**src/rtl/code_sequencer.sv**
```systemverilog
// Message buffer and dwell-timed sequencer feeding the display decoder.
// Codes are written while idle, then replayed one per TICK_DIV cycles.
module code_sequencer #(
    parameter int DEPTH    = 8,
    parameter int TICK_DIV = 50000
) (
    input  logic       clk,
    input  logic       reset,
    input  logic       wr_en,
    input  logic [3:0] wr_code,
    output logic       wr_ready,
    input  logic       clr,
    input  logic       start,
    input  logic       stop,
    input  logic       loop,
    output logic [3:0] code_out,
    output logic       code_valid,
    output logic       busy,
    output logic       done,
    output logic [3:0] count
);

    localparam int AW = (DEPTH > 1) ? $clog2(DEPTH) : 1;
    localparam int DW = (TICK_DIV > 1) ? $clog2(TICK_DIV) : 1;
    localparam logic [DW-1:0] DWELL_LAST = DW'(TICK_DIV - 1);

    typedef enum logic {
        IDLE,
        RUN
    } state_t;

    state_t        state;
    state_t        nxt_state;
    logic [3:0]    idx;
    logic [3:0]    nxt_idx;
    logic [3:0]    nxt_count;
    logic [DW-1:0] dwell;
    logic [DW-1:0] nxt_dwell;
    logic          nxt_done;
    logic          wr_acc;
    logic [3:0]    rd_code;

    logic [3:0] mem [DEPTH];

    always_comb begin
        nxt_state = state;
        nxt_idx   = idx;
        nxt_count = count;
        nxt_dwell = dwell;
        nxt_done  = 1'b0;
        wr_acc    = 1'b0;
        unique case (state)
            IDLE: begin
                if (clr) begin
                    nxt_count = 4'd0;
                end else if (wr_en && (count < 4'(DEPTH))) begin
                    wr_acc    = 1'b1;
                    nxt_count = count + 4'd1;
                end
                if (start && !clr && (nxt_count != 4'd0)) begin
                    nxt_state = RUN;
                    nxt_idx   = 4'd0;
                    nxt_dwell = '0;
                end
            end
            RUN: begin
                if (stop) begin
                    nxt_state = IDLE;
                    nxt_idx   = 4'd0;
                    nxt_dwell = '0;
                end else if (dwell == DWELL_LAST) begin
                    nxt_dwell = '0;
                    if (idx < count - 4'd1) begin
                        nxt_idx = idx + 4'd1;
                    end else if (loop) begin
                        nxt_idx = 4'd0;
                    end else begin
                        nxt_state = IDLE;
                        nxt_idx   = 4'd0;
                        nxt_done  = 1'b1;
                    end
                end else begin
                    nxt_dwell = dwell + DW'(1);
                end
            end
            default: nxt_state = IDLE;
        endcase
    end

    // Bypass the RAM when the entry being shown is written this same edge.
    always_comb begin
        rd_code = mem[nxt_idx[AW-1:0]];
        if (wr_acc && (nxt_idx == count)) begin
            rd_code = wr_code;
        end
    end

    always_ff @(posedge clk) begin
        if (wr_acc) begin
            mem[count[AW-1:0]] <= wr_code;
        end
    end

    always_ff @(posedge clk) begin
        if (reset) begin
            state      <= IDLE;
            idx        <= 4'd0;
            dwell      <= '0;
            count      <= 4'd0;
            code_out   <= 4'h0;
            code_valid <= 1'b0;
            busy       <= 1'b0;
            done       <= 1'b0;
            wr_ready   <= 1'b1;
        end else begin
            state      <= nxt_state;
            idx        <= nxt_idx;
            dwell      <= nxt_dwell;
            count      <= nxt_count;
            code_out   <= (nxt_state == RUN) ? rd_code : 4'h0;
            code_valid <= (nxt_state == RUN);
            busy       <= (nxt_state == RUN);
            done       <= nxt_done;
            wr_ready   <= (nxt_state == IDLE) && (nxt_count < 4'(DEPTH));
        end
    end

endmodule

```
**config.mk**
```make
export PLATFORM = sky130hd
export DESIGN_NAME = code_sequencer
export DESIGN_NICKNAME = d
export VERILOG_FILES = /design/src/rtl/code_sequencer.sv
export SDC_FILE = /design/constraint.sdc
export NUM_CORES = 1
export LEC_CHECK = 0
export CAP_MARGIN = 25
export CORE_AREA = 5 5 80 82
export DETAILED_ROUTE_END_ITERATION = 8
export DIE_AREA = 0 0 85 87
export PLACE_DENSITY = 0.87
export RECOVER_POWER = 25
export SYNTH_ARGS = -nofsm -noshare
export SYNTH_HDL_FRONTEND = slang
export SYNTH_SLANG_ARGS = --single-unit
```
**constraint.sdc**
```tcl
create_clock -name clk -period 4.61 [get_ports clk]
set_clock_uncertainty 0.1 [all_clocks]
set_input_delay 0.461 -clock clk [delete_from_list [all_inputs] [get_ports clk]]
set_output_delay 0.461 -clock clk [all_outputs]
set_load 0.05 [all_outputs]
```
==> reports/metrics.sh <==
CRIT_ARRIVAL_NS=3.63
WORST_IR_DROP_VDD_mV=0.179
DOMINANTREGCELLSYNTH='sky130_fd_sc_hd__edfxtp_1'
YS_FF_LATCH=63
NUMCTSBUFFERS=9
DRT_ITER0_DRCS=211
MIN-DELAY-PATH-CLASS='reg2reg'
CORE-AREA_MM2=0.00568
GRT_ANTENNA_BEFORE_REPAIR=0
OUTCOME='complete, no violations'
REQUIRED_ARRIVAL_TIME_AT_THE_WORST_ENDPOINT_NS=4.72
DIE_WIDTH_UM=85
P_LEAK_nW=1.30
TRITONCTS='built'
CLOCK_SINKS=63
SYN_NETS=345
CTS_ROOT_BUF='sky130_fd_sc_hd__clkbuf_8'
SETUP_TOTAL_NEGATIVE_SLACK_NS=0
DESIGN.DIE.AREA_MM2=0.00740
START_KIND='flop'
POST_ROUTE_DRC=0
RELSLEWSLACK_PCT=35.9
TIMING_HOLD_VIOLATIONS_FINAL=0
WORST-PATH-MAX-FANOUT=19
CLK_PATH_BUF_DEPTH=2
SETUP.WORST_PATH.CLASS='reg2reg'
SYNTH.AREA.TOP_CELLS='sky130_fd_sc_hd__edfxtp_1 28%, sky130_fd_sc_hd__dfxtp_1 18%, sky130_fd_sc_hd__mux2i_1 5.0%'
WORST_SLEW_PIN_SLEW_NS=0.961
SYNTH-WARNING-COUNT=0
FLOW.AREA_GROWTH_FROM_SYNTHESIS_PCT=12.5
POWER.TOTAL_mW=1.14
POST-SYNTH-TOP-AREA-CELL='sky130_fd_sc_hd__edfxtp_1'
NUMBER_OF_GLOBAL_ROUTE_VIAS_BEFORE_REPAIR=2525
FINALWIRELENGTH_UM=7150
NUM_VIAS=2620
GRT_MAX_DEGREE=37
SYN-MEAN-INSTANCE-AREA_UM2=10.4
LAYOUT.CELLS.MOST_COMMON_LIST='33 x sky130_fd_sc_hd__nor2_1, 32 x sky130_fd_sc_hd__edfxtp_1, 31 x sky130_fd_sc_hd__dfxtp_1, 21 x sky130_fd_sc_hd__nand4_1, 20 x sky130_fd_sc_hd__inv_1'
PERIOD_MINUS_SLACK_NS=3.52
DIE_HEIGHT_UM=87
GLOBALROUTE.TOTALOVERFLOW=0
CTS_MAX_LEVEL=3
GP_CONGESTION=0.840
CTS-HOLD-FIX-BUFFERS=0
DP.FINAL_HPWL_UM=4960
CELL_AREA_SYNTH_MM2=0.00338
NUM_ROWS=28
YOSYSSEQAREASHARE_PCT=46.7
TIMING.MAX_CAP.VIOLATIONS=0
POST_SYNTH_NUM_CELL_TYPES=54
NETLIST_INSTANCES=327
POST-SYNTH-TOP-AREA-FRACTION_PCT=28.4
TIMING_MAX_TRANSITION_VIOLATIONS_FINAL=0
NUMBER_OF_ENABLE_FLIP_FLOP_CELLS_AFTER_SYNTHESIS=32
GRT_UTIL_ALL_LAYERS_PCT=20.4
FIRST_PASS_ITERS=5
ASYNCSETRESETFLOPFRACSYNTH_PCT=0
MOST_COMMON_CELL_AFTER_LAYOUT_FILL_AND_TAPS_ASIDE='sky130_fd_sc_hd__nor2_1'
WORSTSKEWPAIRLATENCY_NS=0.34
UNREPAIRED_SETUP_ENDPOINTS_AFTER_GLOBAL_ROUTING='no'
IO_BUFFER_COUNT=22
POWER.DENSITY_CELL_AREA_mW_PER_MM2=298
GRT_PASS1_WL_UM=11800
LAYOUT.NETS=363
ROUTEDWLPERCELL_UM=16.8
FINAL_LAYOUT_SIZE_SUFFIX_GT1_SHARE_PCT=8.29
ANTENNA_CELLS=0
WORST_SETUP_PATH_END_KIND='flop'
FLOORPLAN.INITIALDENSITY_PCT=59.6
FINALCRITPERIODSHARE_PCT=76.3
SETUP_VIOLATIONS=0
POSTCTSRESIZEDCELLS=0
FLOORPLAN.IO_PINS=23
DRT-VIAS-PER-INSTANCE=6.16
CTS_SETUP_BUFFERS=0
FMAX_GHz=0.284
FINAL_ANTENNA_NET_COUNT=0
CTS.REPORTEDPATHS.CLKPINSLEW_NS=0.07
[sequential cells by signal, indices dropped and copies added, names as in the netlist]
name and flops:
mem 32, dwell 16, code_out 4, count 4, idx 4, done 1
state 1, wr_ready 1
[report_power, final]
part	leakage (nW)	internal (mW)	switching, mW	total (mW)
Clock	0.0941	0.245	0.214	0.458
Sequential	0.539	0.594	0.00602	0.600
Combinational	0.671	0.0273	0.0502	0.0775
[through the flow]
stage	instance area, um2	hold slack (ns)	cells	setup slack (ns)	utilization, %
6_report	3810	0.419	425	1.09	67.1
2_1_floorplan	3380	0.344	327	1.37	-
4_1_cts	3810	0.404	425	1.11	67.1
3_5_place_dp	3620	0.389	409	1.07	63.8
5_1_grt	3810	0.426	425	0.756	67.1
3_3_place_gp	3620	0.382	409	1.20	63.8
[cell families after synthesis]
group,share of synthesized area [%]
simple gates,20.9
xor+xnor,4.92
mux,5.03
buf+inv,5.10
fa+ha+maj,2.59
compound gates,14.8
flops,46.7
[area by class of cell]
class,instances,area [um2]
Clock buffer,9,124
Clock inverter,7,63.8
Fill cell,447,1870
Inverter,21,78.8
Multi-Input combinational cell,226,1630
Sequential cell,63,1580
Tap cell,75,93.8
Timing Repair Buffer,24,235
[worst max-delay path, cell delays in order, from the launching register on]
cell and delay, ns:
sky130_fd_sc_hd__dfxtp_1 0.59, sky130_fd_sc_hd__inv_1 0.15, sky130_fd_sc_hd__ha_1 0.23, sky130_fd_sc_hd__xnor2_1 0.13
sky130_fd_sc_hd__ha_1 0.29, sky130_fd_sc_hd__nor3_1 0.17, sky130_fd_sc_hd__a211oi_2 0.11, sky130_fd_sc_hd__nor3_2 0.13
sky130_fd_sc_hd__buf_4 0.33, sky130_fd_sc_hd__nand2_1 0.20, sky130_fd_sc_hd__nand2_1 0.12, sky130_fd_sc_hd__mux2i_1 0.54
sky130_fd_sc_hd__a211o_1 0.21, sky130_fd_sc_hd__a21oi_1 0.08
[synth_stat cells, drive strengths merged (8+ instances only)]
cell type,instances
o221ai,16
a21oi,11
nand4,22
inv,21
edfxtp,32
o22ai,8
nor2,33
buf,11
mux2i,17
xor2,12
nand2,16
nand3,11
dfxtp,31
[metal layers]
layer	GRT usage, %	up-vias	wire, um
met5	0	-	0
met4	9.50	0	182
met3	6.24	21	453
met2	32.7	92	3500
met1	25.3	1248	3010
li1	-	1259	-
[path summary, 6_finish.rpt]
| check | startpoint | slack [ns] | end | cells after the start |
|---|---|---|---|---|
| setup / recovery | count[1]$_SDFFE_PP0N_ | 1.09 | code_out[1]$_SDFF_PP0_ | 13 |
| hold / removal | idx[3]$_SDFFE_PP0P_ | 0.42 | idx[3]$_SDFFE_PP0P_ | 1 |
| setup reg to reg | count[1]$_SDFFE_PP0N_ | 1.09 | code_out[1]$_SDFF_PP0_ | 13 |
| hold reg to reg | idx[3]$_SDFFE_PP0P_ | 0.42 | idx[3]$_SDFFE_PP0P_ | 1 |
Note: power is estimated with default switching activity, not from simulation.
